## src/rtl/trivium_stream_sink.sv

```systemverilog
// Byte FIFO on the Trivium core output: buffers ciphertext, reports occupancy on fifo_cnd, drains via valid/ready.
// Optional TRIV_SINK_STAT_EN adds a 32-bit drain_cnt of accepted reads.
module trivium_stream_sink #(
    parameter int DEPTH  = 256,
    parameter int ADDR_W = 8
) (
    input  logic              clk,
    input  logic              rst,
    input  logic [7:0]        stream,
    input  logic              wt_sgn,
    input  logic [7:0]        sign_reg,
    output logic [1:0]        fifo_cnd,
    output logic [7:0]        out_data,
    output logic              out_valid,
    input  logic              out_ready,
    output logic [ADDR_W:0]   level,
    output logic              ovf_flag
`ifdef TRIV_SINK_STAT_EN
    ,
    output logic [31:0]       drain_cnt
`endif
);

    typedef enum logic [2:0] {ST_EMPTY, ST_FILL, ST_DRAIN, ST_FULL, ST_OVF} state_t;

    localparam logic [ADDR_W:0]   LVL_FULL = (ADDR_W+1)'(DEPTH);
    localparam logic [ADDR_W:0]   LVL_ONE  = (ADDR_W+1)'(1);
    localparam logic [ADDR_W-1:0] PTR_ONE  = ADDR_W'(1);

    logic [7:0]        mem [DEPTH];
    logic [ADDR_W-1:0] wr_ptr;
    logic [ADDR_W-1:0] rd_ptr;
    logic [7:0]        hold;
    logic [ADDR_W:0]   level_nxt;
    state_t            state;
    state_t            state_nxt;
    logic              flush;
    logic              rd_acc;
    logic              wr_acc;
    logic              wr_drop;

    // Error or Total_RST from the core wipes the buffer and beats any same-cycle traffic.
    assign flush     = sign_reg[5] | sign_reg[6];
    assign out_valid = (level != '0);
    assign rd_acc    = out_valid && out_ready && !flush;
    assign wr_acc    = wt_sgn && !flush && ((level != LVL_FULL) || rd_acc);
    assign wr_drop   = wt_sgn && !flush && !wr_acc;
    assign out_data  = out_valid ? mem[rd_ptr] : hold;

    always_comb begin
        level_nxt = level;
        case ({wr_acc, rd_acc})
            2'b10:   level_nxt = level + LVL_ONE;
            2'b01:   level_nxt = level - LVL_ONE;
            default: level_nxt = level;
        endcase
    end

    always_ff @(posedge clk) begin
        if (rst && wr_acc) begin
            mem[wr_ptr] <= stream;
        end
    end

    always_ff @(posedge clk) begin
        if (!rst) begin
            wr_ptr   <= '0;
            rd_ptr   <= '0;
            level    <= '0;
            ovf_flag <= 1'b0;
        end else if (flush) begin
            wr_ptr   <= '0;
            rd_ptr   <= '0;
            level    <= '0;
            ovf_flag <= 1'b0;
        end else begin
            if (wr_acc) wr_ptr <= wr_ptr + PTR_ONE;
            if (rd_acc) rd_ptr <= rd_ptr + PTR_ONE;
            if (wr_drop) ovf_flag <= 1'b1;
            level <= level_nxt;
        end
    end

    // Remember the last presented head so out_data holds once the FIFO runs dry.
    always_ff @(posedge clk) begin
        if (!rst) begin
            hold <= 8'h00;
        end else if (out_valid) begin
            hold <= mem[rd_ptr];
        end
    end

    always_ff @(posedge clk) begin
        if (!rst) state <= ST_EMPTY;
        else      state <= state_nxt;
    end

    always_comb begin
        state_nxt = state;
        fifo_cnd  = 2'b00;
        if (flush) begin
            state_nxt = ST_EMPTY;
        end else if (wr_drop) begin
            state_nxt = ST_OVF;
        end else begin
            case (state)
                ST_EMPTY: if (wr_acc) state_nxt = ST_FILL;
                ST_FILL: begin
                    if (level_nxt == LVL_FULL)   state_nxt = ST_FULL;
                    else if (level_nxt == '0)    state_nxt = ST_EMPTY;
                    else if (sign_reg[4])        state_nxt = ST_DRAIN;
                end
                ST_DRAIN: begin
                    if (level_nxt == '0)          state_nxt = ST_EMPTY;
                    else if (level_nxt == LVL_FULL) state_nxt = ST_FULL;
                end
                ST_FULL:  if (rd_acc && !wr_acc) state_nxt = ST_DRAIN;
                ST_OVF:   state_nxt = ST_OVF;
                default:  state_nxt = ST_EMPTY;
            endcase
        end
        case (state)
            ST_FILL, ST_DRAIN: fifo_cnd = 2'b01;
            ST_FULL:           fifo_cnd = 2'b10;
            ST_OVF:            fifo_cnd = 2'b11;
            default:           fifo_cnd = 2'b00;
        endcase
    end

`ifdef TRIV_SINK_STAT_EN
    always_ff @(posedge clk) begin
        if (!rst || flush) drain_cnt <= 32'd0;
        else if (rd_acc)   drain_cnt <= drain_cnt + 32'd1;
    end
`endif

endmodule

```

## config.mk

```make
export PLATFORM = sky130hd
export DESIGN_NAME = trivium_stream_sink
export DESIGN_NICKNAME = d
export VERILOG_FILES = /design/src/rtl/trivium_stream_sink.sv
export SDC_FILE = /design/constraint.sdc
export NUM_CORES = 2
export LEC_CHECK = 0
export ABC_AREA = 1
export CORE_MARGIN = 4
export CORE_UTILIZATION = 40
export CTS_CLUSTER_DIAMETER = 40
export DETAILED_ROUTE_END_ITERATION = 8
export SKIP_LAST_GASP = 1
export SYNTH_ARGS = -nofsm -noshare
export SYNTH_HDL_FRONTEND = slang
export SYNTH_SLANG_ARGS = --single-unit
```

## constraint.sdc

```tcl
create_clock -name clk -period 3.3 [get_ports clk]
set_input_delay 0.66 -clock clk [delete_from_list [all_inputs] [get_ports clk]]
set_output_delay 0.66 -clock clk [all_outputs]
set_load 0.05 [all_outputs]
```

==> impl_summary.log <==
[metrics] status: finished with violations
[metrics] failing checks: negative setup slack
[metrics] depth of the worst register-to-register path: 21
[metrics] destination of the worst register-to-register timing path: state[1]$_SDFFE_PP0P_
[metrics] DRC errors left: 0
[metrics] Post-layout nets: 7,462
[metrics] worst-margin pin slew: 0.820 ns
[metrics] CTS Buffer Depth: 4
[metrics] Worst Hold Endpoint: mem[212][4]$_DFFE_PP_
[metrics] antenna-violating nets left: 0
[metrics] clock tree from TritonCTS: built
[metrics] Final Hold Viols: 0
[metrics] endpoints failing setup: 8
[metrics] Min-Delay Startpoint: stream[4]
[metrics] classification of the worst setup path: flop to output pin
[metrics] Critical R2R Launch: level[1]$_SDFF_PP0_
[metrics] total routing usage reported by global routing: 22.1%
[metrics] Storage cell area: 62,400 um^2
[metrics] Layout fillers: 17,803
[metrics] Ports: 41
[metrics] flop2flop setup slack: 0.30 ns
[metrics] most frequent cells in the layout: 2,048 x sky130_fd_sc_hd__edfxtp_1, 1,194 x sky130_fd_sc_hd__nor2_1, 825 x sky130_fd_sc_hd__o21ai_0
[metrics] Hold/Removal Path Class: primary input to flop
[metrics] number of antenna violations at the first check in global routing: 4
[metrics] met3 layer wire length in the routed design: 21.9 mm
[metrics] instance count along the most critical hold path: 1
[metrics] initial core utilization: 40.1%
[metrics] clk_skew: 0.0550 ns
[metrics] master cell of the clock root buffer: sky130_fd_sc_hd__clkbuf_16
[metrics] final weighted congestion in routability-driven placement: 0.876
[metrics] Die W: 466 um
[metrics] final number of max-transition violations: 0
[metrics] synthesized cell area: 84,100 um^2
[metrics] Critical Path Source Type: flop
[metrics] maximum single-stage delay on the critical path: 0.36 ns
[metrics] fraction of final layout cells with drive strength greater than 1: 19.9%
[metrics] setup repair after global routing missed its margin: true
[metrics] Final Instance Count excl. Fillers: 10,450
[metrics] PD cells: 577 nW/um^2
[metrics] number of cell rows: 168
[metrics] number of distinct library cells after synthesis: 34
[metrics] detailed router's first-iteration violation count: 6,354
[metrics] met2 WL: 117 mm
[metrics] CORE AREA: 209,000 um^2
[metrics] most frequent standard cell in the layout excluding fill and tap cells: sky130_fd_sc_hd__edfxtp_1
[metrics] via count of the first global-routing pass: 56,280
[metrics] IO Port Bufs: 35
[metrics] number of enable-type register cells in the synthesized netlist: 2,048
[metrics] series of cell instances along the critical path: buf_12 > buf_16 > clkinv_16 > clkbuf_16 > o21ai_0 > o22ai_1 > nand2_1 > nand3_1 > nand3_1 > nand3_1 > buf_6 > nand3_1 > nand3_2 > nand3_2 > nand2_2 > buf_12 > buf_12
[metrics] area occupied by multi-input gates: 20,400 um^2
[metrics] final instance area: 105,000 um^2
[metrics] largest net degree at the start of global routing: 88
[metrics] detailed-placement wirelength estimate: 146 mm
[metrics] Core Util, Final: 50.3%
[metrics] average wire per cell in the routed design: 23.8 um
[metrics] area added between synthesis and finish: 25.4%
[metrics] overall via count from detail_route: 58,387
[metrics] worst-path cell with the longest stage delay: sky130_fd_sc_hd__dfxtp_4
[metrics] DIE HEIGHT: 466 um
[metrics] router iterations before antenna repair: 6
[metrics] wire length of the first global-routing pass: 364 mm
[metrics] arrival time of the worst setup path: 3.63 ns
[metrics] aggregate global routing overflow: 0
[metrics] Synthesis Warnings: 0
[metrics] instance area after placement: 93,000 um^2
[metrics] highest metal layer with signal wires: met4
[metrics] cts bufs inserted: 296
[metrics] cell count after placement: 9,873
[metrics] critical path capture point type: output pin
[metrics] max-cap viol count: 0
[metrics] worst hold margin: 0.191 ns
[metrics] relative max-transition margin: 45.4%
[metrics] register bit total from synthesis: 2,093
[metrics] synthesized instance count: 6,821
[metrics] largest voltage drop on the vdd net: 0.467 mV
[metrics] average instance area after synthesis: 12.3 um^2
[metrics] Worst Slack Setup Final: -0.988 ns
[metrics] H-tree depth reported by CTS: 5
[metrics] Via-to-Cell Ratio: 5.59
[metrics] required time at the worst-slack endpoint: 2.64 ns
[metrics] async set-or-reset flop fraction in the synthesized netlist: 0%
[metrics] Clock Sink Count: 2,093
[metrics] Routed Wire Length: 249 mm
[metrics] Die Footprint: 218,000 um^2
[metrics] Period minus WS final: 4.29 ns
[metrics] timing-limited maximum frequency: 0.233 GHz
[metrics] proportion of synthesized chip area in sequential cells: 74.2%
[metrics] clock transition at the registers of the reported paths: 0.05 ns
[metrics] clock latency on the worst-skew pair: 0.94 ns
[metrics] Lkg Pwr: 0.0366 uW
[metrics] post-route fraction of the period consumed by the critical path: 130%
[metrics] wire length the detailed router placed on met1: 100 mm
[metrics] Most common cell on crit path: sky130_fd_sc_hd__nand3_1
[metrics] maximum net fanout on the critical path: 8
[metrics] top_reg_cell synth: sky130_fd_sc_hd__edfxtp_1
[metrics] net count of the mapped netlist: 6,854
routing by layer:
layer | global-route usage, % | vias up
li1 | - | 26233
met1 | 30.2 | 28953
met2 | 35.0 | 2733
met3 | 4.21 | 468
met4 | 8.81 | 0
met5 | 0 | -
worst max path at each step:
stage / start / end / slack [ns] / depth (start not counted)
2_1_floorplan: sign_reg[6] / state[1]$_SDFFE_PP0P_ / 0.31 / 23
3_3_place_gp: sign_reg[6] / state[1]$_SDFFE_PP0P_ / -0.40 / 23
3_5_place_dp: flop / out_data[0] / -0.39 / 16
4_1_cts: flop / out_data[2] / -0.96 / 17
5_1_grt: flop / out_data[0] / -1.04 / 18
6_report: flop / out_data[2] / -0.99 / 17
where the power goes:
group	leakage [uW]	switching, uW	internal [uW]
sequential	0.0188	4.45	29200
combinational	0.0132	751	269
clock	0.00460	11800	18800
logic make-up after synthesis:
logic type	count (synthesis)	share of synthesized area, %
flops	2093	74.2
compound gates	1506	9.65
xor+xnor	3	0.0313
fa+ha+maj	13	0.202
simple gates	2599	12.7
buf+inv	607	3.17
synth_stat cells (2+ instances only):
cell / n / share of area, %
sky130_fd_sc_hd__nor2_2: 3 / 0.022
sky130_fd_sc_hd__and3_1: 2 / 0.015
sky130_fd_sc_hd__clkbuf_1: 311 / 1.4
sky130_fd_sc_hd__edfxtp_1: 2048 / 73
sky130_fd_sc_hd__nand2_1: 696 / 3.1
sky130_fd_sc_hd__o22ai_1: 456 / 3.4
sky130_fd_sc_hd__buf_2: 75 / 0.45
sky130_fd_sc_hd__o21ai_1: 30 / 0.18
sky130_fd_sc_hd__nand3_1: 661 / 3.9
sky130_fd_sc_hd__inv_1: 117 / 0.52
sky130_fd_sc_hd__xnor2_1: 3 / 0.031
sky130_fd_sc_hd__buf_4: 33 / 0.29
sky130_fd_sc_hd__ha_1: 12 / 0.18
sky130_fd_sc_hd__o21ai_0: 943 / 5.6
sky130_fd_sc_hd__nand2_4: 2 / 0.027
sky130_fd_sc_hd__clkbuf_2: 9 / 0.054
sky130_fd_sc_hd__nand2_2: 5 / 0.037
sky130_fd_sc_hd__nand3_2: 2 / 0.024
sky130_fd_sc_hd__nor3_1: 13 / 0.077
sky130_fd_sc_hd__buf_1: 38 / 0.17
sky130_fd_sc_hd__inv_2: 2 / 0.0089
sky130_fd_sc_hd__a21oi_1: 76 / 0.45
sky130_fd_sc_hd__dfxtp_1: 45 / 1.1
sky130_fd_sc_hd__nor4_1: 2 / 0.015
sky130_fd_sc_hd__nor2_1: 1203 / 5.4
sky130_fd_sc_hd__nand4_1: 8 / 0.060
sky130_fd_sc_hd__buf_6: 19 / 0.25
sequential cells by signal, indices dropped and copies added, names as in the netlist, named ones only:
| signal | count |
|---|---|
| hold | 8 |
| state | 3 |
| mem | 2048 |
| wr_ptr | 8 |
| ovf_flag | 1 |
| rd_ptr | 8 |
| level | 9 |
layout make-up:
type | instances | share of cell area [%]
inverter | 121 | 0.477
multi-input combinational | 4121 | 19.3
antenna | 4 | 0.00950
timing repair inverter | 4 | 0.0879
clock inverter | 178 | 1.75
clock buffer | 332 | 7.28
tap | 2805 | 3.33
timing repair buffer | 792 | 8.52
sequential | 2093 | 59.2
critical path: cells and delay by family (launching register included):
family	cells	cell delay, ns
simple gates	8	0.87
compound gates	2	0.30
flops	1	0.36
buf+inv	7	1.16
timing repair:
action,in CTS,in global routing
cloned,17,16
buffers inserted,16,15
endpoints found under the setup margin,8,10
pin swaps,28,55
hold buffers,0,0
resized for setup,177,291
hold endpoints to repair,0,0
through the flow:
stage	total power, uW	setup TNS, ns	setup WS [ns]
3_3_place_gp	30700	-3.34	-0.400
5_1_grt	62500	-8.20	-1.04
2_1_floorplan	29900	0	0.311
4_1_cts	61200	-7.63	-0.961
6_report	60800	-7.51	-0.988
3_5_place_dp	30700	-3.33	-0.393
No activity file was read; power rests on OpenSTA's default activity.
